--- src/rtl/prim_subreg_shadow_ctrl.sv ---
// ---------------------------------------------------------------------------
// prim_subreg_shadow_ctrl
//
// Shadowed CSR field with a write-twice protocol. Software must write the
// same value twice in a row. The first write goes into a staged register.
// The second write commits it. Software sees q_o/qs_o change only on that
// commit. The committed value is stored together with an inverted shadow copy.
// If the two copies ever disagree, the sticky err_storage_o is raised.
//
// SWACCESS selects how a committed write combines with the old value:
//   "RW"  : overwrite with the written data
//   "W1C" : clear the bits written as 1
//   "W1S" : set the bits written as 1
// The staged/second-write match always compares the raw write data.
//
// Optional feature (compile-time macro PRIM_SUBREG_SHADOW_TIMEOUT_EN):
//   A staged phase that sees no we_i/re_i for TIMEOUT_CYC cycles is
//   abandoned, and err_update_o pulses. When the macro is undefined, the
//   staged phase persists until software finishes or aborts it.
// ---------------------------------------------------------------------------
module prim_subreg_shadow_ctrl #(
  parameter int unsigned     DW          = 8,
  parameter logic [DW-1:0]   RESVAL      = '0,
  parameter string           SWACCESS    = "RW",
  parameter int unsigned     TIMEOUT_CYC = 16
) (
  input  logic          clk_i,
  input  logic          rst_i,
  input  logic          we_i,
  input  logic [DW-1:0] wd_i,
  input  logic          re_i,
  input  logic          de_i,
  input  logic [DW-1:0] d_i,
  output logic [DW-1:0] q_o,
  output logic [DW-1:0] qs_o,
  output logic          qe_o,
  output logic          phase_o,
  output logic          err_update_o,
  output logic          err_storage_o
);

  // Software write semantics, resolved once at elaboration.
  typedef enum logic [1:0] {
    SW_RW  = 2'd0,
    SW_W1C = 2'd1,
    SW_W1S = 2'd2
  } sw_mode_e;

  localparam sw_mode_e SW_MODE = (SWACCESS == "W1C") ? SW_W1C :
                                 (SWACCESS == "W1S") ? SW_W1S : SW_RW;

  // Write-twice protocol state.
  typedef enum logic {
    ST_IDLE   = 1'b0,
    ST_STAGED = 1'b1
  } state_e;

  state_e        state_q;
  logic [DW-1:0] staged_q;
  logic [DW-1:0] committed_q;
  logic [DW-1:0] shadow_q;
  logic          qe_q;
  logic          err_update_q;
  logic          err_storage_q;

  logic [DW-1:0] sw_new;
  logic          wd_match;
  logic          sw_commit;

`ifdef PRIM_SUBREG_SHADOW_TIMEOUT_EN
  localparam int unsigned  CNT_W    = $clog2(TIMEOUT_CYC + 1);
  localparam logic [CNT_W-1:0] CNT_LAST = CNT_W'(TIMEOUT_CYC - 1);

  // Counts the cycles spent in the staged phase. It is cleared on entry.
  logic [CNT_W-1:0] cnt_q;
`else
  // The timeout length only matters when the timeout counter is compiled in.
  logic [31:0] unused_timeout_cyc;
  assign unused_timeout_cyc = TIMEOUT_CYC;
`endif

  // Value a committing write would install, given the current committed copy.
  always_comb begin
    // NOTE: give every always_comb output a default first so no path leaves it unassigned and infers a latch.
    sw_new = wd_i;
    case (SW_MODE)
      SW_W1C:  sw_new = committed_q & ~wd_i;
      SW_W1S:  sw_new = committed_q | wd_i;
      default: sw_new = wd_i;
    endcase
  end

  // The second write is compared against the staged copy using raw data.
  assign wd_match  = (wd_i == staged_q);
  assign sw_commit = (state_q == ST_STAGED) && we_i && wd_match;

  // Write-twice FSM, with the registered qe/err_update pulses and the staged copy.
  always_ff @(posedge clk_i) begin
    if (rst_i) begin
      // NOTE: sequential state uses non-blocking assignments only, so all flops update together at the edge.
      state_q      <= ST_IDLE;
      staged_q     <= '0;
      qe_q         <= 1'b0;
      err_update_q <= 1'b0;
`ifdef PRIM_SUBREG_SHADOW_TIMEOUT_EN
      cnt_q        <= '0;
`endif
    end else begin
      qe_q         <= 1'b0;
      err_update_q <= 1'b0;
      case (state_q)
        ST_IDLE: begin
          // A read with no write has no effect here.
          if (we_i) begin
            staged_q <= wd_i;
            state_q  <= ST_STAGED;
`ifdef PRIM_SUBREG_SHADOW_TIMEOUT_EN
            cnt_q    <= '0;
`endif
          end
        end
        ST_STAGED: begin
          // A write wins over a read in the same cycle, and also over the timeout.
          if (we_i) begin
            state_q <= ST_IDLE;
            if (wd_match) begin
              qe_q <= 1'b1;
            end else begin
              err_update_q <= 1'b1;
            end
          end else if (re_i) begin
            // A read abandons the pending phase and raises no error.
            state_q <= ST_IDLE;
          end
`ifdef PRIM_SUBREG_SHADOW_TIMEOUT_EN
          else if (cnt_q == CNT_LAST) begin
            state_q      <= ST_IDLE;
            err_update_q <= 1'b1;
          end else begin
            cnt_q <= cnt_q + CNT_W'(1);
          end
`endif
        end
        default: state_q <= ST_IDLE;
      endcase
    end
  end

  // Committed and inverted-shadow storage, plus the sticky consistency check.
  always_ff @(posedge clk_i) begin
    if (rst_i) begin
      committed_q   <= RESVAL;
      shadow_q      <= ~RESVAL;
      err_storage_q <= 1'b0;
    end else begin
      // A software commit takes precedence over a simultaneous hardware update.
      if (sw_commit) begin
        committed_q <= sw_new;
        shadow_q    <= ~sw_new;
      end else if (de_i) begin
        committed_q <= d_i;
        shadow_q    <= ~d_i;
      end
      // Legal updates always write both copies. Any disagreement means the
      // storage was corrupted, so the error stays set until reset.
      err_storage_q <= err_storage_q | (committed_q != ~shadow_q);
    end
  end

  assign q_o           = committed_q;
  assign qs_o          = committed_q;
  assign qe_o          = qe_q;
  assign phase_o       = (state_q == ST_STAGED);
  assign err_update_o  = err_update_q;
  assign err_storage_o = err_storage_q;

endmodule

--- config.mk ---
export PLATFORM = sky130hd
export DESIGN_NAME = prim_subreg_shadow_ctrl
export DESIGN_NICKNAME = d
export VERILOG_FILES = /design/src/rtl/prim_subreg_shadow_ctrl.sv
export SDC_FILE = /design/constraint.sdc
export NUM_CORES = 1
export LEC_CHECK = 0
export ABC_CLOCK_PERIOD_IN_PS = 2050
export BUFFER_PORTS_ARGS = -buffer_cell sky130_fd_sc_hd__buf_2
export CORE_ASPECT_RATIO = 1.75
export CORE_MARGIN = 3
export CORE_UTILIZATION = 45
export DETAILED_ROUTE_END_ITERATION = 10
export HOLD_SLACK_MARGIN = 0.03
export PLACE_DENSITY = 0.71
export SLEW_MARGIN = 20
export SYNTH_ARGS = -nofsm -noshare
export SYNTH_HDL_FRONTEND = slang
export SYNTH_SLANG_ARGS = --single-unit
export TNS_END_PERCENT = 100
--- constraint.sdc ---
create_clock -name clk_i -period 2.05 [get_ports clk_i]
set_input_delay 0.3075 -clock clk_i [delete_from_list [all_inputs] [get_ports clk_i]]
set_output_delay 0.3075 -clock clk_i [all_outputs]
set_load 0.1 [all_outputs]
Word level (Yosys, flattened, before mapping)
Cells that the tools add are included.
{ "word_totals": {"ff_bits": 28, "inputBits": 21, "out_inout_bits": 20} }
{ "classes": {"eq_ne": 2, "n_mux": 10, "bitwise": 6, "reduce_logical": 5} }
{ "ops": {"columns": ["op", "count"], "rows": [
  ["$mux 8", 4],
  ["$not 8->8", 3],
  ["$eq 8x8->1", 1],
  ["$ne 8x8->1", 1],
  ["$mux 1", 5],
  ["$reduce_or 3->1", 1],
  ["$logic_and 1x1->1", 2],
  ["$not 1->1", 2],
  ["$pmux 1 s2", 1],
  ["$reduce_and 2->1", 1],
  ["$reduce_bool 2->1", 1],
  ["$or 1x1->1", 1]
]} }

Depth between registers and ports, before layout
{ "logic_depth": {"ltp_word": 3, "mapped_depth": 5} }

Worst setup path before layout
OpenSTA, ideal clock, no wires.
{ "synth_timing": {"path_kind": "register to register", "startpoint": "reg state_q (netlist: phase_o)", "endpoint": "reg shadow_q[0]", "arrival_ps": 1766, "t_required_ps": 1924, "setup_slack_ps": 158, "stages_incl_launch_ff": 5, "synth_period_minus_slack_ps": 1892, "path_cell_list": "dfxtp_1 > nand2_1 > clkbuf_1 > nor3_4 > o21bai_1"} }
{ "synth_via": {"elab_chain_len": 3} }
{ "synth_rtl": {"columns": ["item", "line_no", "text"], "rows": [
  ["start: declaration", "58", "state_e state_q;"],
  ["start signal: assignment", "101", "state_q <= ST_IDLE;"],
  ["start signal: assignment", "116", "state_q <= ST_STAGED;"],
  ["start signal: assignment", "125", "state_q <= ST_IDLE;"],
  ["$logic_and 1x1->1 * (2 in series)", "95", "assign sw_commit = (state_q == ST_STAGED) && we_i && wd_match;"],
  ["$mux 8 / $reduce_bool 2->1 (equally long branches)", null, null],
  ["end signal: assignment", "153", "shadow_q <= ~RESVAL;"],
  ["end signal: assignment", "159", "shadow_q <= ~sw_new;"],
  ["end signal: assignment", "162", "shadow_q <= ~d_i;"],
  ["end: declaration", "61", "logic [DW-1:0] shadow_q;"]
]} }
Mark *: on every way between the ends. The rest lies on a longest branch, timed or not.
A chain may end at the register's enable or synchronous reset.

Final worst setup path
{ "layout_timing": {"startpoint": "reg staged_q[0]", "endpoint": "reg committed_q[1] (netlist: q_o[1])"} }
{ "layout_via": {"elab_chain_len": 3} }
{ "layout_rtl": {"columns": ["item", "line_no", "text"], "rows": [
  ["start: declaration", "59", "logic [DW-1:0] staged_q;"],
  ["start signal: assignment", "115", "staged_q <= wd_i;"],
  ["$eq 8x8->1 *", "94", "assign wd_match = (wd_i == staged_q);"],
  ["$logic_and 1x1->1 *", "95", null],
  ["$mux 8 / $reduce_bool 2->1 (equally long branches)", null, null],
  ["end signal: assignment", "158", "committed_q <= sw_new;"],
  ["end signal: assignment", "161", "committed_q <= d_i;"],
  ["end: declaration", "60", "logic [DW-1:0] committed_q;"]
]} }
Marked as above.

==> results.yml <==
logic_synthesis:
  netlist-cell-type-count: 23
  synth.area.top_cells: "dfxtp_1, o41ai_2, nand2_1"
  netlist_area_mm2: 0.00136
  ys_warn_count: 0
  synth_top_area_share_pct: 41.1
  syn_nets: 170
  yosys.area.top_type: "dfxtp_1"
  avgSynthCellArea_um2: 9.14
  synthCells: 149
  seq_area_frac_synth_pct: 41.1
  ys_ff_latch: 28
sta:
  worstMarginPinSlew_ns: 0.523
  final-hold-violation-count: 0
  setup_ws_ns: 0.479
  finalSetupTns_ns: 0
  finalCritPeriodShare_pct: 76.6
  setup_violations: 0
  fmax_ghz: 0.637
  period_minus_slack_ns: 1.57
  fin_skew_ns: 0.00470
  drv_slew: 0
  rsz0062_at_grt: "no"
  relSlewSlack_pct: 65.1
die:
  coreArea_mm2: 0.00278
  die_h_um: 78.8
  io_pins: 41
  start_util_pct: 48.9
  die-area_mm2: 0.00375
  die_w_um: 47.6
  rows: 25
status:
  status: "complete, no violations"
clock_tree:
  cts_tree: "done"
  root_buffer: "clkbuf_8"
  numCtsBuffers: 3
  cts.sinks: 28
  clkTransAtPathRegs_ns: 0.09
  cts_resized: 0
  cts_setup_buffers: 0
  clock_latency_ns: 0.27
  cts_htree_levels: 1
  clk_path_buf_depth: 2
  cts_hold_buf: 0
hold_path:
  hold_path.class: "primary input to flop"
global_route:
  overflow: 0
  grt_pass1_vias: 1101
  grt_pass1_wl_um: 4730
  grt_max_degree: 25
  antenna_found_initial: 0
  grt_usage_pct: 16.8
final_layout:
  final_common_cell: "buf_2"
  nNetsFinal: 203
  final_cell_mix: "buf_2, dfxtp_1, nand2_1"
  final_core_util_pct: 57.1
  drive_above_1_share_pct: 32.6
  antenna_cells: 0
  final_area_mm2: 0.00159
  syn_to_final_growth_pct: 16.6
  fillers: 263
routing:
  vias: 1160
  dr.pass1.iters: 4
  ant_nets: 0
  drt_iter0_drc: 39
  viasPerCell: 5.58
  post-route-drc-count: 0
  wire_per_inst_um: 13.6
  wl_um: 2830
worst_setup_path:
  worst_path_max_delay_cell: "or3_1"
  required_ns: 2.25
  crit_chain: "xnor2_1, nand4_1, or3_1, a31oi_1"
  criticalPathCategory: "flop to flop"
  cp_max_fo: 9
  critical_path.endpoint_type: "flop"
  worstPathArrival_ns: 1.77
  max_stage_delay_ns: 0.56
  startpoint_type: "flop"
placement:
  dp_slack_ns: 0.337
  hpwl_um: 2240
  portBuffers: 40
  place_area_mm2: 0.00153
  gp_congestion: 0.829
flow_run:
  maxCapViolations: 0
power:
  power_leakage_nw: 0.694
  ir_drop_mv: 0.619
  p_total_mw: 1.26
  powerDensity_mw_per_mm2: 791
==> area by class of cell <==
type                    instances  area [um2]  area share [%]
multi-input cells             103         698            43.9
repair buffers                 45         238            15.0
well taps                      27        33.8            2.13
flip-flops and latches         28         561            35.3
inverters                       1        3.75           0.236
clock buffers                   4        55.1            3.46
==> worst max-delay path: cells and delay by family (launching register included) <==
| kind | cells | cell delay (ns) |
|---|---|---|
| flip-flops | 1 | 0.33 |
| XOR/XNOR | 1 | 0.23 |
| AO/OA/AOI/OAI | 1 | 0.20 |
| AND/OR/NAND/NOR | 2 | 0.74 |
==> layer usage <==
layer  routed length (um)  vias to the layer above  global-route usage, %
met5                    0                        -                      0
met4                   43                        0                   6.47
met3                  155                        4                   2.04
met2                 1560                       38                   29.6
met1                 1070                      543                   19.2
li1                     -                      575                      -
==> logic make-up (layout without fill, tap and decap cells) <==
family	count (synthesis)	in the layout	share of synthesized area [%]
AND/OR/NAND/NOR	45	45	16.4
AO/OA/AOI/OAI	42	42	24.5
XOR/XNOR	16	16	10.3
flip-flops	28	28	41.1
buffers and inverters	18	50	7.62
==> report_power, final <==
part           total (mW)  switching [mW]  internal, mW  leakage (nW)
clock               0.337           0.166         0.172        0.0288
combinational       0.322           0.238        0.0842         0.434
sequential          0.597          0.0233         0.574         0.231
total                1.26           0.427         0.830         0.694
==> cells in the mapped netlist <==
master    count
nand4_1       3
o41ai_2       8
nand2_1      25
nor2b_1       1
nor3_4        1
or3_1         1
clkbuf_1      4
nand2b_1      9
a21oi_1       9
inv_1         1
xnor2_1       9
nor2_1        2
a31oi_1       8
dfxtp_1      28
a41oi_1       1
o21bai_1      8
buf_2         2
buf_4         9
or3b_2        1
buf_1         2
xor2_1        7
nor3_1        2
o21ai_0       8
==> metrics by stage <==
step	hold WS (ns)	cells
after floorplan	0.380	149
after global placement	0.454	204
after detailed placement	0.464	204
after CTS	0.291	208
after global routing	0.297	208
final	0.292	208
==> path summary, 6_finish.rpt <==
kind	start	to	slack (ns)	depth (start not counted)
worst max-delay path	staged_q[0]$_SDFFE_PP0P_	q_o[1]$_SDFFE_PP0P_	0.48	4
worst min-delay path	re_i	phase_o$_SDFF_PP0_	0.29	3
worst max register to register	staged_q[0]$_SDFFE_PP0P_	q_o[1]$_SDFFE_PP0P_	0.48	4
worst min register to register	staged_q[5]$_SDFFE_PP0P_	staged_q[5]$_SDFFE_PP0P_	0.47	2
==> state kept, by name, indices dropped and copies added (netlist names) <==
name / flops
err_storage_o: 1
err_update_o: 1
phase_o: 1
q_o: 8
qe_o: 1
shadow_q: 8
staged_q: 8
Power figures use the tool's default switching activity.
